**src/rtl/reflet_bus_arbiter_pkg.sv**
```systemverilog
// Shared types for the two-master system bus arbiter.
package reflet_bus_arbiter_pkg;

    typedef enum logic [1:0] {
        IDLE = 2'd0,
        OWN0 = 2'd1,
        OWN1 = 2'd2
    } arb_state_e;

endpackage

```
**src/rtl/reflet_arbiter_hold_counter.sv**
```systemverilog
// Saturating grant-tenure counter; at_limit flags that the current owner
// has used up its contested hold time.
module reflet_arbiter_hold_counter #(
    parameter int max_hold = 4
) (
    input  logic clk,
    input  logic reset,
    input  logic clr,
    input  logic inc,
    output logic at_limit
);

    localparam int CW    = (max_hold < 2) ? 1 : $clog2(max_hold + 1);
    localparam int LIMIT = (max_hold == 0) ? 0 : max_hold - 1;
    localparam logic [CW-1:0] LIMIT_V = CW'(LIMIT);

    logic [CW-1:0] cnt_q, cnt_d;

    always_comb begin
        cnt_d = cnt_q;
        if (clr) begin
            cnt_d = '0;
        end else if (inc && (cnt_q != LIMIT_V)) begin
            cnt_d = cnt_q + CW'(1);
        end
    end

    always_ff @(posedge clk or negedge reset) begin
        if (!reset) begin
            cnt_q <= '0;
        end else begin
            cnt_q <= cnt_d;
        end
    end

    // max_hold = 0 disables preemption entirely
    assign at_limit = (max_hold != 0) && (cnt_q == LIMIT_V);

endmodule

```
**src/rtl/reflet_bus_arbiter.sv**
```systemverilog
// Two-master round-robin bus arbiter with bounded hold time and owner lock.
// Grants and the bus mux follow the registered state, so owner switches need no idle cycle.
module reflet_bus_arbiter
    import reflet_bus_arbiter_pkg::*;
#(
    parameter int wordsize = 8,
    parameter int max_hold = 4
) (
    input  logic                clk,
    input  logic                reset,
    input  logic                m0_req,
    input  logic                m0_lock,
    input  logic [wordsize-1:0] m0_addr,
    input  logic [wordsize-1:0] m0_data_out,
    input  logic                m0_write_en,
    output logic                m0_grant,
    output logic [wordsize-1:0] m0_data_in,
    input  logic                m1_req,
    input  logic                m1_lock,
    input  logic [wordsize-1:0] m1_addr,
    input  logic [wordsize-1:0] m1_data_out,
    input  logic                m1_write_en,
    output logic                m1_grant,
    output logic [wordsize-1:0] m1_data_in,
    output logic [wordsize-1:0] bus_addr,
    output logic [wordsize-1:0] bus_data_out,
    output logic                bus_write_en,
    input  logic [wordsize-1:0] bus_data_in,
    output logic                cpu_en
);

    arb_state_e state_q, state_d;
    logic       last_owner_q, last_owner_d;
    logic       hold_clr, hold_inc, hold_limit;

    always_comb begin
        state_d      = state_q;
        last_owner_d = last_owner_q;
        case (state_q)
            IDLE: begin
                if (m0_req && m1_req) begin
                    state_d = last_owner_q ? OWN0 : OWN1;
                end else if (m0_req) begin
                    state_d = OWN0;
                end else if (m1_req) begin
                    state_d = OWN1;
                end
            end
            OWN0: begin
                if (!m0_req) begin
                    state_d = m1_req ? OWN1 : IDLE;
                end else if (m1_req && !m0_lock && hold_limit) begin
                    state_d = OWN1;
                end
            end
            OWN1: begin
                if (!m1_req) begin
                    state_d = m0_req ? OWN0 : IDLE;
                end else if (m0_req && !m1_lock && hold_limit) begin
                    state_d = OWN0;
                end
            end
            default: state_d = IDLE;
        endcase
        if (state_d == OWN0 && state_q != OWN0) last_owner_d = 1'b0;
        if (state_d == OWN1 && state_q != OWN1) last_owner_d = 1'b1;
    end

    always_ff @(posedge clk or negedge reset) begin
        if (!reset) begin
            state_q      <= IDLE;
            last_owner_q <= 1'b1;
        end else begin
            state_q      <= state_d;
            last_owner_q <= last_owner_d;
        end
    end

    // Tenure only accrues while contested, so a lone owner is never preempted
    assign hold_clr = (state_d != state_q);
    assign hold_inc = ((state_q == OWN0) && m1_req) || ((state_q == OWN1) && m0_req);

    reflet_arbiter_hold_counter #(
        .max_hold (max_hold)
    ) u_hold_counter (
        .clk      (clk),
        .reset    (reset),
        .clr      (hold_clr),
        .inc      (hold_inc),
        .at_limit (hold_limit)
    );

    assign m0_grant = (state_q == OWN0);
    assign m1_grant = (state_q == OWN1);

    always_comb begin
        bus_addr     = '0;
        bus_data_out = '0;
        bus_write_en = 1'b0;
        case (state_q)
            OWN0: begin
                bus_addr     = m0_addr;
                bus_data_out = m0_data_out;
                bus_write_en = m0_write_en;
            end
            OWN1: begin
                bus_addr     = m1_addr;
                bus_data_out = m1_data_out;
                bus_write_en = m1_write_en;
            end
            default: ;
        endcase
    end

    assign m0_data_in = m0_grant ? bus_data_in : '0;
    assign m1_data_in = m1_grant ? bus_data_in : '0;
    assign cpu_en     = m0_grant | ~m0_req;

endmodule

```
**config.mk**
```make
export PLATFORM = sky130hd
export DESIGN_NAME = reflet_bus_arbiter
export DESIGN_NICKNAME = d
export VERILOG_FILES = /design/src/rtl/reflet_bus_arbiter_pkg.sv /design/src/rtl/reflet_arbiter_hold_counter.sv /design/src/rtl/reflet_bus_arbiter.sv
export SDC_FILE = /design/constraint.sdc
export NUM_CORES = 1
export LEC_CHECK = 0
export CORE_MARGIN = 4
export CORE_UTILIZATION = 33
export DETAILED_ROUTE_END_ITERATION = 6
export PLACE_DENSITY = 0.95
export SYNTH_ARGS = -nofsm -noshare
export SYNTH_HDL_FRONTEND = slang
export SYNTH_HIERARCHICAL = 1
export SYNTH_SLANG_ARGS = --single-unit
export TNS_END_PERCENT = 1
```
**constraint.sdc**
```tcl
create_clock -name clk -period 3.6 [get_ports clk]
set_clock_uncertainty 0.1 [all_clocks]
set_input_delay 0.72 -clock clk [delete_from_list [all_inputs] [get_ports clk]]
set_output_delay 0.72 -clock clk [all_outputs]
set_load 0.005 [all_outputs]
```
Word-level counts from Yosys, hierarchy flattened
Index checks and enable logic that the tools add are counted.
- bits in registers: 6
- word-level logic and storage cells: 51
- add/subtract/negate cells: 1
- equality and inequality tests: 9
- multiplexer cells: 20
- bitwise operators: 2
- reduce and logical (&&, ||, !) cells: 16
- operators by type and width (kind ; number):
    8-bit case mux with 2 select lines ; 2
    2-bit two-way mux ; 9
    8-bit two-way mux ; 2
    1-bit logical AND ; 10
    3-bit two-way mux ; 2
    2-bit case mux with 3 select lines ; 1
    2-bit by 1-bit equality test with 1-bit output, second input constant ; 2
    2-bit equality test, second input constant ; 2
    2-bit nonzero test ; 2
    3-bit by 1-bit adder with 3-bit output, second input constant ; 1
    3-bit by 2-bit equality test with 1-bit output, second input constant ; 1
    1-bit two-way mux ; 3
    3-bit by 2-bit inequality test with 1-bit output, second input constant ; 1
    1-bit zero test ; 2
    2-bit zero test ; 1
    2-bit by 1-bit inequality test with 1-bit output, second input constant ; 1
    2-bit inequality test ; 1
    2-bit inequality test, second input constant ; 1
    1-bit case mux with 2 select lines ; 1
    1-bit logical OR ; 1
    1-bit inverter ; 1
    1-bit bitwise OR ; 1

Longest topological paths before layout
- depth in word-level cells: 10
- mapped depth: 9

By module
The synthesis kept the hierarchy.
- by module, submodules not included (module ; times used ; cells an instance ; area each (um^2) ; sequential area each (um^2)):
    reflet_bus_arbiter ; 1 ; 104 ; 749.5 ; 76.3
    reflet_arbiter_hold_counter ; 1 ; 15 ; 177.7 ; 75.1

Worst setup path before layout
OpenSTA, ideal clock, no wires.
- path type: input to register
- from: input m0_req
- to: register u_hold_counter.cnt_q[2]
- library setup time: 96 ps
- data arrival time: 2243 ps
- required time: 3404 ps
- slack: 1161 ps
- cell stages on the path: 8
- path buffers: 1
- cell sequence: buf_6 mux2_1 o21ai_2 nand2_1 a21oi_1 nand4_1 or4b_1 o31ai_1
- cells in the longest elaborated chain, start to end: 7
- RTL lines (item ; line ; RTL):
    start, declared ; reflet_bus_arbiter.sv:11 ; input logic m0_req,
    1-bit logical AND (2 in series) ; reflet_bus_arbiter.sv:59 ; end else if (m0_req && !m1_lock && hold_limit) begin
    2-bit two-way mux ; reflet_bus_arbiter.sv:59 ;
    2-bit two-way mux ; reflet_bus_arbiter.sv:57 ; if (!m1_req) begin
    2-bit case mux with 3 select lines (*) ; reflet_bus_arbiter.sv:39 ; case (state_q)
    2-bit inequality test (*) ; reflet_bus_arbiter.sv:80 ; assign hold_clr = (state_d != state_q);
    named net hold_clr ; reflet_bus_arbiter.sv:34 ; logic hold_clr, hold_inc, hold_limit;
    3-bit two-way mux or 2-bit nonzero test (tied branches) ; -- ;
    end signal, assigned ; reflet_arbiter_hold_counter.sv:32 ; cnt_q <= cnt_d;
    end, declared ; reflet_arbiter_hold_counter.sv:17 ; logic [CW-1:0] cnt_q, cnt_d;
The timed path passes the listed nets; every way through them passes the cells marked *.
A chain may end at the register's enable or synchronous reset.

Worst setup path in the final report
- from: register state_q[1]
- to: output bus_data_out[4]
- cells in the longest elaborated chain, start to end: 2
- RTL lines (item ; line ; RTL):
    start, declared ; reflet_bus_arbiter.sv:32 ; arb_state_e state_q, state_d;
    start signal, assigned ; reflet_bus_arbiter.sv:74 ; state_q <= state_d;
    2-bit equality test or 2-bit by 1-bit equality test with 1-bit output (tied branches) ; reflet_bus_arbiter.sv:100 ; case (state_q)
    8-bit case mux with 2 select lines (*) ; reflet_bus_arbiter.sv:100 ;
    end, declared ; reflet_bus_arbiter.sv:26 ; output logic [wordsize-1:0] bus_data_out,
Mark *: on every way between the ends. The rest lies on a longest branch, timed or not.

==> results.md <==
- In the final layout, the multi-input gates occupy just over 700 um^2.
- Once layout is complete, the utilization of the core stands at a little over two thirds.
- In this run the tool buffered the top-level ports with 83 buffer cells.
- Traced cell by cell, the critical path runs through inv_1 -> ha_1 -> buf_4 -> a22oi_1 -> nor2b_1 -> clkdlybuf4s50_1.
- Setup violations remaining at the end of the flow were counted as 0.
- The setup path with the least slack is of type reg2out.
- The area share of fa/ha/maj cells after synthesis is between 8 and 9%.
- Yosys mapped a number of flops with a built-in enable equal to 0.
- Ranked by total cell area, the synthesized netlist is headed by a22oi_1, dfrtp_1, nor2b_1.
- Leaving out filler cells and counting taps, the final layout contains approximately 230.
- The worst-case setup margin in the final layout is 0.498 ns.
- The clock tree from TritonCTS is yes.
- After synthesis, the share of cell area in mux cells is around 2.4%.
- For this run, the register share of the synthesized area comes to 16.3%.
- The residual antenna-violating net count after detailed routing is 0.
- The later pin in the worst-skew pair is clocked with a latency of ~0.25 ns.
- The number of sinks on the clock net is 6.
- The cell count after placement is approximately 230.
- The row count is 18.
- Measured against its own limit, the worst slew margin works out to between 70% and 80%.
- The run finished with clean final reports.
- The main flop type after synthesis is dfrtp_1.
- The die span in y is 61.0 um.
- The tightest min-delay check is of the reg2reg type.
- The routed length per instance is 15.3 um.
- The number of failing hold endpoints at the final stage came to 0.
- The first global-routing pass estimated around 5600 um of wire.
- The most common cell in the netlist is nor2b_1.
- For this design the ratio of total power to cell area is 566 nW/um^2.
- The max-cap violation count is 0.
- The number of unique standard cell types used by synthesis is 36.
- The register cell area after layout is 151 um^2.
- The worst setup path is launched from a flop.
- Routability-driven placement finished with a final weighted congestion of 0.775.
- The aggregate global routing overflow is 0.
- Entering global routing, the biggest net connects 18 pins.
- The cell sitting at the root of the clock tree is a clkbuf_4.
- The data required time at the worst endpoint is 2.78 ns.
- The critical path contains buffers and inverters numbering 3 combined.
- The number of warning messages in the yosys log is 6.
- The largest individual stage delay along the critical path comes from the cell clkdlybuf4s50_1.
- The maximum ir drop on the vdd rail is about 0.38 mV.
- In the final layout, the share of cells above drive strength 1 is ~7.5%.
- After clock tree synthesis, the setup repair step added 0 buffers.
- The boundary pin count is between 80 and 90.
- The fill cell total of the finished layout is 211.
- The number of nets in the final layout is between 200 and 300.
- The leakage dissipation is ~0.7 nW.
- The quantity of gates resized following cts is 0.
- The clock passes through at most 2 buffers.
- After synthesis, the share of flip-flops with an asynchronous set or reset is 100%.
- In this design, the stage delay of the slowest critical-path cell is ~0.53 ns.
- When the netlist entered floorplanning its net count stood at 173.
- Compared with the post-synthesis result, the final layout area differs by 94.2%.
- In this run the worst path has a maximum fanout of 12.
- Synthesis produced between 100 and 150 cells.
- The first detailed-routing pass ran for 4 iterations.
- The region available for standard cell placement spans approximately 2600 um^2.
- At the pin with the least slew margin, the transition time is approximately 0.43 ns.
- Setup repair after global routing left no endpoint under its margin.
- Ranked by instance count, the synthesized netlist is headed by nor2b_1, a22oi_1, and2_1.
- The routed via count divided by cell count is around 5.4.
- The initial utilization of the core area, before any placement, comes to between 30% and 40%.
- Detailed placement ended at an HPWL of ~3000 um.
- The number of buffers added to fix hold violations after cts is 0.
- A synthesized cell averages approximately 7.8 um^2.
- The via count of the first global-routing pass came to ~1,300.
- The final critical path time including I/O delays and setup is around 3.1 ns.
- For flop-to-flop paths, the worst setup slack is approximately 0.95 ns.
- The biggest area contributor in the post-synthesis netlist is a22oi_1.
- Timing would allow up to 322 MHz.
- The data arrival time of the critical path is 2.28 ns.
- The pre-CTS worst setup slack is approximately 0.39 ns.
- After synthesis the netlist holds a flip-flop and latch count of 6.
- The DRC violation count after routing is 0.
- The aggregate routed wire length is between 3000 and 4000 um.
- The die covers around 3700 um^2.
- The number of antenna violations at the first check in global routing is 0.
- The final clock period utilization by the worst path is between 80 and 90%.
- The die is ~61 um wide.
- The mapped netlist covers between 900 and 1000 um^2.
- The critical path capture point type is a primary output.
- The number of levels in the clock H-tree is 1.
- The number of antenna diodes in the final layout is 0.
- The compound-gate portion of the synthesized area is 25.9%.
- Across all layers, the routed design uses about 1,200 vias.
- The simple-gate share of the synthesized area is 40.1%.
- After synthesis, the largest family of logic cells by area is simple AND/OR/NAND/NOR gates.
- The global-route usage over all layers is about a fifth.
- The total count of max-transition violations in the final report is 0.
- The clock transition time at the flip-flop clock pins of the worst setup and hold paths is 0.05 ns.
- The critical path's top delay family is buffers and inverters.
- The proportion of netlist area held by the largest area contributor is between 10 and 15%.
- The minimum hold slack is 0.446 ns.
- The accumulated negative setup slack is 0 ns.
- Buffers inserted during clock tree synthesis total 3.
- The xor-xnor portion of the synthesized cell area is 0%.
- The count of routing violations after the opening detailed-route iteration is 59.
layout make-up:
type | count | area share [%]
timing repair buffer | 87 | 47.8
multi-input combinational | 100 | 39.4
clock buffer | 4 | 1.46
inverter | 4 | 0.834
tap | 30 | 2.08
sequential | 6 | 8.41
power breakdown:
group	switching, mW	leakage [nW]	internal (mW)
registers	0.0316	0.0772	0.0926
logic	0.347	0.589	0.481
clock network	0.0249	0.0150	0.0420
total	0.404	0.681	0.616
worst min-delay path: cells and delay by family (launching register included):
kind / cells / cell delay [ns]
AND/OR/NAND/NOR: 1 / 0.07
AO/OA/AOI/OAI: 1 / 0.05
flip-flops: 1 / 0.39
cell usage in the layout (no fill, tap or decap), drive strengths merged:
master,count
o31ai,1
and4,1
o21ai,5
inv,4
nand2,3
nand3,4
a21oi,3
and3b,2
nand3b,1
clkdlybuf4s50,83
a31oi,3
a22o,1
a21boi,1
dfstp,1
nor2,6
and2,16
mux2,2
dfrtp,5
a22oi,17
ha,6
and2b,1
o21bai,1
clkbuf,4
nand4,2
buf,4
or3,1
nand4bb,1
a311oi,1
or4b,1
nor2b,18
nand2b,2
per-layer routing:
| metal | part of all wire [%] | vias up | GRT usage, % |
|---|---|---|---|
| met2 | 53 | 68 | 36.0 |
| li1 | - | 594 | - |
| met5 | 0 | - | 0 |
| met1 | 37 | 575 | 21.3 |
| met4 | 0.40 | 0 | 6.19 |
| met3 | 9.5 | 2 | 7.45 |
final timing paths:
path                                         start                       to  depth (start not counted)
setup / recovery                        state_q[1]          bus_data_out[4]                          6
min in group asynchronous                    reset  u_hold_counter/cnt_q[1]                          1
hold reg to reg            u_hold_counter/cnt_q[1]  u_hold_counter/cnt_q[1]                          2
setup reg to reg                        state_q[0]  u_hold_counter/cnt_q[2]                          9
hold / removal             u_hold_counter/cnt_q[1]  u_hold_counter/cnt_q[1]                          2
max in group asynchronous                    reset             last_owner_q                          1
flip-flops by register name, indices dropped and copies added, names as in the netlist:
register and count:
last_owner_q 1, state_q 2, u_hold_counter/cnt_q 3
metrics by stage:
stage          area [um^2]  power (mW)
2_1_floorplan          927       0.560
3_3_place_gp          1770       0.921
3_5_place_dp          1770       0.953
4_1_cts               1800        1.03
5_1_grt               1800        1.12
6_report              1800        1.02
kinds of logic (layout without fill, tap and decap cells):
group	count (synthesis)	count (layout)
flops	6	6
mux	2	2
fa+ha+maj	6	6
buf+inv	13	95
simple gates	59	59
compound gates	33	33
No activity file was read; power rests on OpenSTA's default activity.
